$ cat config.mk
export PLATFORM = sky130hd
export DESIGN_NAME = fetch_redirect_ctrl
export DESIGN_NICKNAME = d
export VERILOG_FILES = /design/src/rtl/fetch_redirect_ctrl.sv
export SDC_FILE = /design/constraint.sdc
export NUM_CORES = 1
export LEC_CHECK = 0
export BUFFER_PORTS_ARGS = -buffer_cell sky130_fd_sc_hd__buf_2
export CAP_MARGIN = 15
export CORE_MARGIN = 5
export CORE_UTILIZATION = 41
export CTS_CLUSTER_DIAMETER = 150
export DETAILED_ROUTE_END_ITERATION = 7
export PLACE_DENSITY = 0.76
export SYNTH_ARGS = -nofsm -noshare
export SYNTH_HDL_FRONTEND = slang
export SYNTH_SLANG_ARGS = --single-unit
$ cat constraint.sdc
create_clock -name clk -period 1.8 [get_ports clk]
set_input_delay 0.27 -clock clk [delete_from_list [all_inputs] [get_ports clk]]
set_output_delay 0.27 -clock clk [all_outputs]
set_load 0.005 [all_outputs]
$ cat src/rtl/fetch_redirect_ctrl.sv
// Redirect request collector for the fetch PC mux: latches eret, exception and
// branch redirects, orders delay-slot before target, and holds each until fetch accepts it.
module fetch_redirect_ctrl #(
    parameter int ADDR_W  = 32,
    parameter int WAITC_W = 8
) (
    input  logic               clk,
    input  logic               resetn,
    input  logic               eret_req,
    input  logic [ADDR_W-1:0]  epc_in,
    input  logic               exc_req,
    input  logic [ADDR_W-1:0]  entrance_in,
    input  logic               br_req,
    input  logic [ADDR_W-1:0]  br_target,
    input  logic               br_slot_fetched,
    input  logic [ADDR_W-1:0]  br_slot_pc,
    input  logic               fetch_ready,
    output logic               is_eret,
    output logic [ADDR_W-1:0]  epc,
    output logic               is_INTEXC,
    output logic [ADDR_W-1:0]  entrance,
    output logic               branch_taken,
    output logic [ADDR_W-1:0]  pc_branch,
    output logic               select_slot,
    output logic [ADDR_W-1:0]  slot_pc,
    output logic               redir_busy,
    output logic [WAITC_W-1:0] wait_cycles
);

    // state | meaning
    // IDLE  | no redirect pending
    // ERET  | eret return address offered to fetch
    // EXC   | exception vector offered to fetch
    // SLOT  | delay-slot PC offered; branch target follows on acceptance
    // TGT   | branch target offered to fetch
    typedef enum logic [2:0] {
        S_IDLE = 3'd0,
        S_ERET = 3'd1,
        S_EXC  = 3'd2,
        S_SLOT = 3'd3,
        S_TGT  = 3'd4
    } state_t;

    state_t              state_q, state_d;
    logic [ADDR_W-1:0]   epc_q, epc_d;
    logic [ADDR_W-1:0]   entrance_q, entrance_d;
    logic [ADDR_W-1:0]   pc_branch_q, pc_branch_d;
    logic [ADDR_W-1:0]   slot_pc_q, slot_pc_d;
    logic [WAITC_W-1:0]  wait_q, wait_d;
    logic                busy;
    logic                accept;

    assign busy   = (state_q != S_IDLE);
    assign accept = busy & fetch_ready;

    always_comb begin
        state_d     = state_q;
        epc_d       = epc_q;
        entrance_d  = entrance_q;
        pc_branch_d = pc_branch_q;
        slot_pc_d   = slot_pc_q;
        wait_d      = wait_q;
        // A fresh capture always wins over acceptance of the pending redirect.
        if (eret_req) begin
            state_d = S_ERET;
            epc_d   = epc_in;
            wait_d  = '0;
        end else if (exc_req) begin
            state_d    = S_EXC;
            entrance_d = entrance_in;
            wait_d     = '0;
        end else if (!busy && br_req) begin
            state_d     = br_slot_fetched ? S_TGT : S_SLOT;
            pc_branch_d = br_target;
            slot_pc_d   = br_slot_pc;
            wait_d      = '0;
        end else if (accept) begin
            state_d = (state_q == S_SLOT) ? S_TGT : S_IDLE;
            wait_d  = '0;
        end else if (busy && (wait_q != {WAITC_W{1'b1}})) begin
            wait_d = wait_q + 1'b1;
        end
    end

    always_ff @(posedge clk or negedge resetn) begin
        if (!resetn) begin
            state_q     <= S_IDLE;
            epc_q       <= '0;
            entrance_q  <= '0;
            pc_branch_q <= '0;
            slot_pc_q   <= '0;
            wait_q      <= '0;
        end else begin
            state_q     <= state_d;
            epc_q       <= epc_d;
            entrance_q  <= entrance_d;
            pc_branch_q <= pc_branch_d;
            slot_pc_q   <= slot_pc_d;
            wait_q      <= wait_d;
        end
    end

    assign is_eret      = (state_q == S_ERET);
    assign is_INTEXC    = (state_q == S_EXC);
    assign select_slot  = (state_q == S_SLOT);
    assign branch_taken = (state_q == S_TGT);
    assign redir_busy   = busy;
    assign epc          = epc_q;
    assign entrance     = entrance_q;
    assign pc_branch    = pc_branch_q;
    assign slot_pc      = slot_pc_q;
    assign wait_cycles  = wait_q;

endmodule

== After elaboration in Yosys (flattened, before gate mapping) ==
Cells that the tools add are included.

* Add/subtract/negate cells: 1
* Equality and inequality tests: 5
* Muxes and demuxes: 11
* Bitwise gates (word level): 3
* Reductions and logical operators: 8

{| class="wikitable"
|+ Operator list
! cell !! count
|-
| 8-bit two-way mux || 5
|-
| 3-bit two-way mux || 6
|-
| 8-bit by 1-bit adder with 8-bit output (second input constant) || 1
|-
| 8-bit inequality test (second input constant) || 1
|-
| 3-bit by 2-bit == test with 1-bit output (second input constant) || 2
|-
| 5-bit nonzero test || 1
|-
| 4-bit nonzero test || 1
|-
| 3-bit by 1-bit == test with 1-bit output (second input constant) || 1
|-
| 3-bit == test (second input constant) || 1
|-
| 3-bit AND reduction || 1
|-
| 3-bit nonzero test || 1
|-
| 1-bit logical AND || 2
|-
| 1-bit NOT || 2
|-
| 2-bit AND reduction || 1
|-
| 1-bit AND || 1
|-
| 1-bit logical NOT || 1
|}

* Register bits: 139
* Input bits: 135

== Depth between registers and ports, before layout ==
Gate-level depths: netlist of the first run.

* Depth in word-level cells: 7
* Depth in mapped cells: 5

== Worst setup path after synthesis of the first run ==
OpenSTA, ideal clock, no wires.

* Path kind: register to register
* Start: register state_q[2]
* End: register state_q[1]
* Setup time: 124 ps
* Arrival time: 1580 ps
* Path slack: 96 ps
* Cell stages (with the launch flop): 6
* Buffers on the path: 2
* Clock period less this slack: 1704 ps
* Cell sequence: dfrtp_1 > buf_6 > or4b_4 > buf_6 > and3_4 > a211o_1

* Longest elaborated chain between the ends: 6

{| class="wikitable"
|+ Ends and longest elaborated chain
! item !! RTL line !! source
|-
| from (decl) || 44 || <nowiki>state_t state_q, state_d;</nowiki>
|-
| from (signal assigned) || 94 || <nowiki>state_q <= state_d;</nowiki>
|-
| 3-bit nonzero test (*) || 53 || <nowiki>assign busy = (state_q != S_IDLE);</nowiki>
|-
| 1-bit logical NOT || 72 || <nowiki>end else if (!busy && br_req) begin</nowiki>
|-
| 1-bit logical AND || 72 ||
|-
| 3-bit two-way mux || 72 ||
|-
| 3-bit two-way mux || 68 || <nowiki>end else if (exc_req) begin</nowiki>
|-
| 3-bit two-way mux || 64 || <nowiki>if (eret_req) begin</nowiki>
|}

Every way passes the cells marked *; elsewhere a longest branch is shown, timed or not.
A chain may end at the register's enable or synchronous reset.

== Final worst setup path of the first run ==
* Start: register state_q[2]
* End: register state_q[0]

The elaborated chain is that of the path after synthesis.

==> results of run 1 <==
==> cell usage in the layout, fill, tap and decap left out, types with 2 or more instances in the layout <==
cell type and n:
nor4_1 2, and3_1 2, a211o_1 2, mux2_2 128, nand2_1 4, buf_4 11
and4_1 2, clkinvlp_4 3, clkbuf_8 4, nand3_1 4, mux2i_1 2, a21oi_1 4
buf_12 4, nand4_1 3, bufinv_16 3, dfrtp_1 138, nand4b_1 2, buf_2 274
nor3_1 6, clkinv_2 4, inv_1 2, nor3b_1 3, clkbuf_16 17, a31oi_1 2
==> sequential cells by signal, summed over array words and instances (netlist names) <==
| name | count |
|---|---|
| pc_branch | 32 |
| wait_cycles | 8 |
| slot_pc | 32 |
| entrance | 32 |
| epc | 32 |
| state_q | 3 |
==> worst paths after layout <==
check | start | to | slack [ns]
min | br_target[21] | pc_branch[21] | 0.08
max | state_q[2] | state_q[0] | 0.10
min reg2reg | pc_branch[3] | pc_branch[3] | 0.50
max reg2reg | state_q[2] | state_q[0] | 0.10
max in group asynchronous | resetn | state_q[2] | 0.85
min in group asynchronous | resetn | epc[10] | 0.35
==> final cells by class <==
| cell class | count | area, um2 |
|---|---|---|
| well taps | 176 | 220.2 |
| repair buffers | 291 | 1555 |
| fillers | 1104 | 5395 |
| clock buffers | 21 | 480.5 |
| clock inverters | 11 | 141.4 |
| inverters | 3 | 11.26 |
| multi-input cells | 185 | 1854 |
| flip-flops and latches | 139 | 3480 |
==> power by group <==
part	total, mW	switching, mW	internal (mW)
Combinational	1.69	0.683	1.00
Sequential	4.03	0.303	3.73
Clock	3.60	1.28	2.32
==> routing by layer <==
metal	up-vias	global-route usage (%)	part of all wire (%)
met3	27	7.591	9.6
met5	-	0	0
li1	1833	-	-
met2	190	31.64	53
met1	1981	19.64	35
met4	0	7.781	2.5
==> kinds of logic (layout without fill, tap and decap cells) <==
group	Yosys count	after routing
adder cells (fa/ha/maj)	1	1
buffers and inverters	21	326
multiplexers	130	130
AND/OR/NAND/NOR	38	38
flip-flops	139	139
AO/OA/AOI/OAI	16	16
==> repair_timing <==
item	in CTS	in global routing
endpoints found under the setup margin	1	2
resized for setup	0	3
setup buffers	0	2
hold endpoints to repair	43	0
pin swaps	1	1
hold buffers	1	0
==> worst max-delay path, delay by kind of cell (launching register included) <==
family / cells / cell delay [ns]
and+or+nand+nor: 2 / 0.78
DFF: 1 / 0.48
AOI/OAI and AO/OA: 1 / 0.31
==> per-stage QoR <==
stage	setup WS [ns]	total power [mW]	instances
after floorplan	0.09630	4.753	345
after global placement	0.1800	5.695	791
after detailed placement	0.09873	5.799	791
after CTS	0.04825	9.429	824
after global routing	0.01387	9.793	826
final	0.1026	9.317	826
==> results by group, run 1 <==
Die
  – Die Height: 125.2 um
  – Core ar.: roughly 13000 um2
  – Die X: 125.2 um
  – I/O Pins: 276
  – Initial Utilization: 41.38%
  – Die ar.: ~16000 um2
  – Row count: 42

Synthesis
  – Leading area contributor after synthesis: dfrtp_1
  – Main combinational cell family by area after synthesis: multiplexers
  – Syn nets: 481
  – Multiplexer share of the synthesized area: 26.88%
  – Ys async rst share: 100.0%
  – Post-synth top area share: 63.98%
  – Most common cell in the synthesized netlist: dfrtp_1
  – EDFF count, synth: 0
  – Post-Synth Adder-Cell Area: 0.2301%
  – Sequential area share after synthesis: 63.98%
  – Synth unique cells: 40
  – Synthesis Warnings: 0
  – Register bit total from synthesis: roughly 140
  – Area contributors post-synth: dfrtp_1 64%, mux2_2 27%, buf_2 1.0%, nor3_1 0.55%, buf_6 0.41%
  – Synth Area in Simple Gates: 4.741%
  – Ys flop type: dfrtp_1
  – Synth cell count leaders: 139 x dfrtp_1, 128 x mux2_2, 11 x buf_2
  – Area of the mapped netlist: 5436 um2
  – Synth Instances: 345
  – Compound-Gate Fraction of Synth Area: 2.117%
  – Post-synthesis xor/xnor area fraction: 0%
  – Mean Syn Cell Area: 15.76 um2

Final layout
  – Final nets: 773
  – # diodes: 0
  – Design Area, Final: around 7700 um2
  – Area Overhead vs Synth: 42.42%
  – Finished Core Util: 58.93%
  – Ratio of cells with drive above 1 in the final layout: 70.77%

Pwr
  – Maximum VDD drop: 988.5 uV
  – Leakage: 3.884 nW
  – PwrDens: ~1200 nW/um2

Clock network
  – Deepest clock path buffer count: 2
  – CTS buffer count: 17
  – Clock-pin slew of the registers on the worst-case setup and hold paths: 0.06 ns
  – Worst skew pair latency: 0.41 ns
  – H-tree Lvls: 4
  – Clock sinks: 139
  – Root Driver: clkbuf_16
  – CTS tree: built

STA
  – Hold Vio Cnt, Final: 0
  – Fmax achieved: 589.1 MHz
  – RSZ-0062 raised after global routing: no
  – TNS Setup: 0 ns
  – Count of pins over their slew limit: 0
  – Final Hold Slack: 0.08214 ns
  – Worst slew pin tran: 0.4324 ns
  – Final Skew: 0.008226 ns
  – Fin crit period: around 1.7 ns
  – Setup violators final: 0
  – Slew headroom: 71.17%
  – Period utilisation layout: 94.30%

Hold path
  – Hold WC Path Type: in -> reg
  – WHS Path Cells: 2

Critical path
  – CP arrival: 1.98 ns
  – Worst reg2reg path depth: 3
  – CP Launch Type: flop
  – Worst EP required: roughly 2.1 ns
  – Critical Path, Cell by Cell: or4b_4 -> and3_4 -> a211o_1
  – Crit path max fanout: 10
  – CP endpoint kind: flop
  – Slowest stage delay, CP: 0.58 ns
  – CP Class: reg -> reg
  – Slowest CP cell: or4b_4

Placement
  – Placed Area: a little over 7000 um2
  – Final Wtd Congestion: 0.8806
  – Port Buffer Count: about 280
  – Hpwl dp: 10610 um

Detailed routing
  – Pre-antenna DRT Iters: 4
  – WL final: 14030 um
  – Post-DR wirelength/cell: around 17 um
  – Vias: just over 4000
  – Iter 0 DRT Violations: 310
  – ANT nets after route: 0
  – DR vias/cell: 4.880
  – Drt drc: 0

Global routing
  – Gr ovfl total: 0
  – Largest net degree at the start of global routing: 65
  – Vias in the first global route: 4476
  – Aggregate global-route resource usage: a little under a fifth
  – Initial antenna violation count: 0
  – Global-route wire length before repair: 22830 um

Job
  – MaxCap Viol Count: 0

Status
  – Outcome: finished, final reports clean
Power figures use the tool's default switching activity.
==> run 2, diff against run 1 <==
--- a/config.mk
+++ b/config.mk
@@ -7,10 +7,10 @@
 export LEC_CHECK = 0
 export BUFFER_PORTS_ARGS = -buffer_cell sky130_fd_sc_hd__buf_2
 export CAP_MARGIN = 15
-export CORE_MARGIN = 5
 export CORE_UTILIZATION = 41
 export CTS_CLUSTER_DIAMETER = 150
 export DETAILED_ROUTE_END_ITERATION = 7
+export HOLD_SLACK_MARGIN = 0.02
 export PLACE_DENSITY = 0.76
 export SYNTH_ARGS = -nofsm -noshare
 export SYNTH_HDL_FRONTEND = slang
==> run 2 against run 1 <==
Effect of this change:
- clock power fell by 3%
- sequential power barely moved
- combinational power fell by 2%
- worst setup slack improved by 0.0014 ns
- final area fell by 0.76%
- critical path depth rose by 1
- largest cell class unchanged
==> results by group, run 2 (synthesis results as in run 1) <==
Hold path
  – WHS Path Cells: 2
  – HP Start: epc_in[1]
  – Hold WC Path Type: in -> reg
  – Worst hold path endpoint: epc[1]

Global routing
  – Layer with the highest usage: met2
  – GRT met2 Usage: 34.04%
  – Vias in the first global route: 4094
  – Routing usage on met3: 6.282%
  – Met1 Use GR: 20.97%
  – Initial antenna violation count: 0
  – Aggregate global-route resource usage: 19.34%
  – Largest net degree at the start of global routing: 65
  – Global-route wire length before repair: between 15000 and 20000 um
  – Gr ovfl total: 0

Clock network
  – CTS tree: built
  – Deepest clock path buffer count: 2
  – Clock sinks: 139
  – H-tree Lvls: 4
  – Worst skew pair latency: 0.40 ns
  – Clock-pin slew of the registers on the worst-case setup and hold paths: 0.06 ns
  – Root Driver: clkbuf_16
  – CTS buffer count: 17

Final layout
  – Most frequent cells in the layout: 274 x buf_2, 137 x dfrtp_1, 128 x mux2_2, 17 x clkbuf_16, 7 x buf_4
  – Final nets: 769
  – Ratio of cells with drive above 1 in the final layout: between 60 and 70%
  – Area Overhead vs Synth: 41.33%
  – Commonest non-fill, non-tap cell in the layout: buf_2
  – Finished Core Util: 60.15%
  – # diodes: 0

Critical path
  – Slowest stage delay, CP: 0.59 ns
  – CP Class: reg -> reg
  – Reg2reg start: state_q[2]
  – Slowest CP cell: or4b_4
  – Critical path's top delay family: simple AND/OR/NAND/NOR gates
  – Reg2Reg Setup Slack: 0.10 ns
  – Worst EP required: slightly above 2 ns
  – CP Launch Type: flop
  – CP endpoint kind: flop
  – Worst R2R End: wait_cycles[2]
  – Worst reg2reg path depth: 4
  – CP bufs+invs: 1
  – Crit path max fanout: 10
  – Critical Path, Cell by Cell: or4b_4 -> buf_4 -> nand3_1 -> a311oi_1
  – CP arrival: between 1.5 and 2 ns

STA
  – Setup slack after layout: 0.1040 ns
  – Period utilisation layout: 94.22%
  – Slew headroom: a little under three quarters
  – Final Skew: 0.004514 ns
  – Setup violators final: 0
  – Hold Vio Cnt, Final: 0
  – Count of pins over their slew limit: 0
  – Fin crit period: 1.696 ns
  – Worst slew pin tran: 0.4237 ns
  – TNS Setup: 0 ns
  – RSZ-0062 raised after global routing: no
  – Fmax achieved: around 590 MHz

Placement
  – Dpl ws: 0.1297 ns
  – Final Wtd Congestion: 0.8416
  – Port Buffer Count: roughly 280
  – Hpwl dp: 9678 um

Die
  – Core ar.: 12770 um2
  – Die ar.: 13720 um2
  – I/O Pins: 276
  – Initial Utilization: 42.56%
  – Die X: 117.2 um
  – Die Height: between 100 and 150 um
  – Row count: just over 40

Pwr
  – Leakage: 3.859 nW
  – Final Total Pwr: 9.182 mW
  – Maximum VDD drop: approximately 760 uV
  – PwrDens: 1195 nW/um2

Detailed routing
  – DR vias/cell: 4.913
  – Post-DR wirelength/cell: 15.95 um
  – Vias: roughly 4000
  – Drt drc: 0
  – WL final: 13050 um
  – Pre-antenna DRT Iters: 4
  – Iter 0 DRT Violations: about 230
  – ANT nets after route: 0

Status
  – Outcome: finished, final reports clean

Job
  – MaxCap Viol Count: 0
## run 2: final cells by class
cell class	count	area, um2
fillers	1052	5090
repair buffers	287	1525
well taps	172	215.2
flip-flops and latches	139	3481
clock buffers	24	481.7
multi-input cells	185	1854
clock inverters	8	115.1
inverters	3	11.26
## run 2: per-stage QoR
stage | cells | cell area, um2 | hold WS (ns)
after floorplan | 345 | 5436 | -0.02559
after global placement | 784 | 7067 | 0.2122
after detailed placement | 784 | 7067 | 0.2270
after CTS | 818 | 7681 | 0.07045
after global routing | 818 | 7684 | 0.07252
final | 818 | 7684 | 0.09165
## run 2: where the power goes
group	leakage [nW]	total, mW	internal [mW]	switching [mW]
clock network	0.298	3.49	2.28	1.21
logic	1.89	1.65	0.996	0.658
registers	1.68	4.04	3.73	0.309
total	3.86	9.18	7.01	2.18
## run 2: repair_timing
item                       CTS  global route
hold buffers                 1             0
buffers inserted             1             0
hold endpoints to repair    42             0
setup endpoints to repair    1            14
resized for setup            0             2
pin swaps                    1             0
## run 2: worst max-delay path by stage
stage	from	endpoint	cells past startpoint
6_report	state_q[2]	wait_cycles[2]	4
5_1_grt	state_q[1]	branch_taken	4
4_1_cts	state_q[1]	branch_taken	4
3_5_place_dp	state_q[2]	wait_cycles[2]	4
3_3_place_gp	state_q[2]	state_q[0]	3
2_1_floorplan	state_q[2]	state_q[1]	5
## run 2: layer usage
layer	up-vias	routed length, um
met2	178	7085
li1	1827	-
met1	1992	4848
met3	22	850
met4	0	263
met5	-	0
## run 2: worst register-to-register path, stage by stage, from the launching register on
cell,delay (ns)
dfrtp_1,0.49
or4b_4,0.59
buf_4,0.18
nand3_1,0.21
a311oi_1,0.08
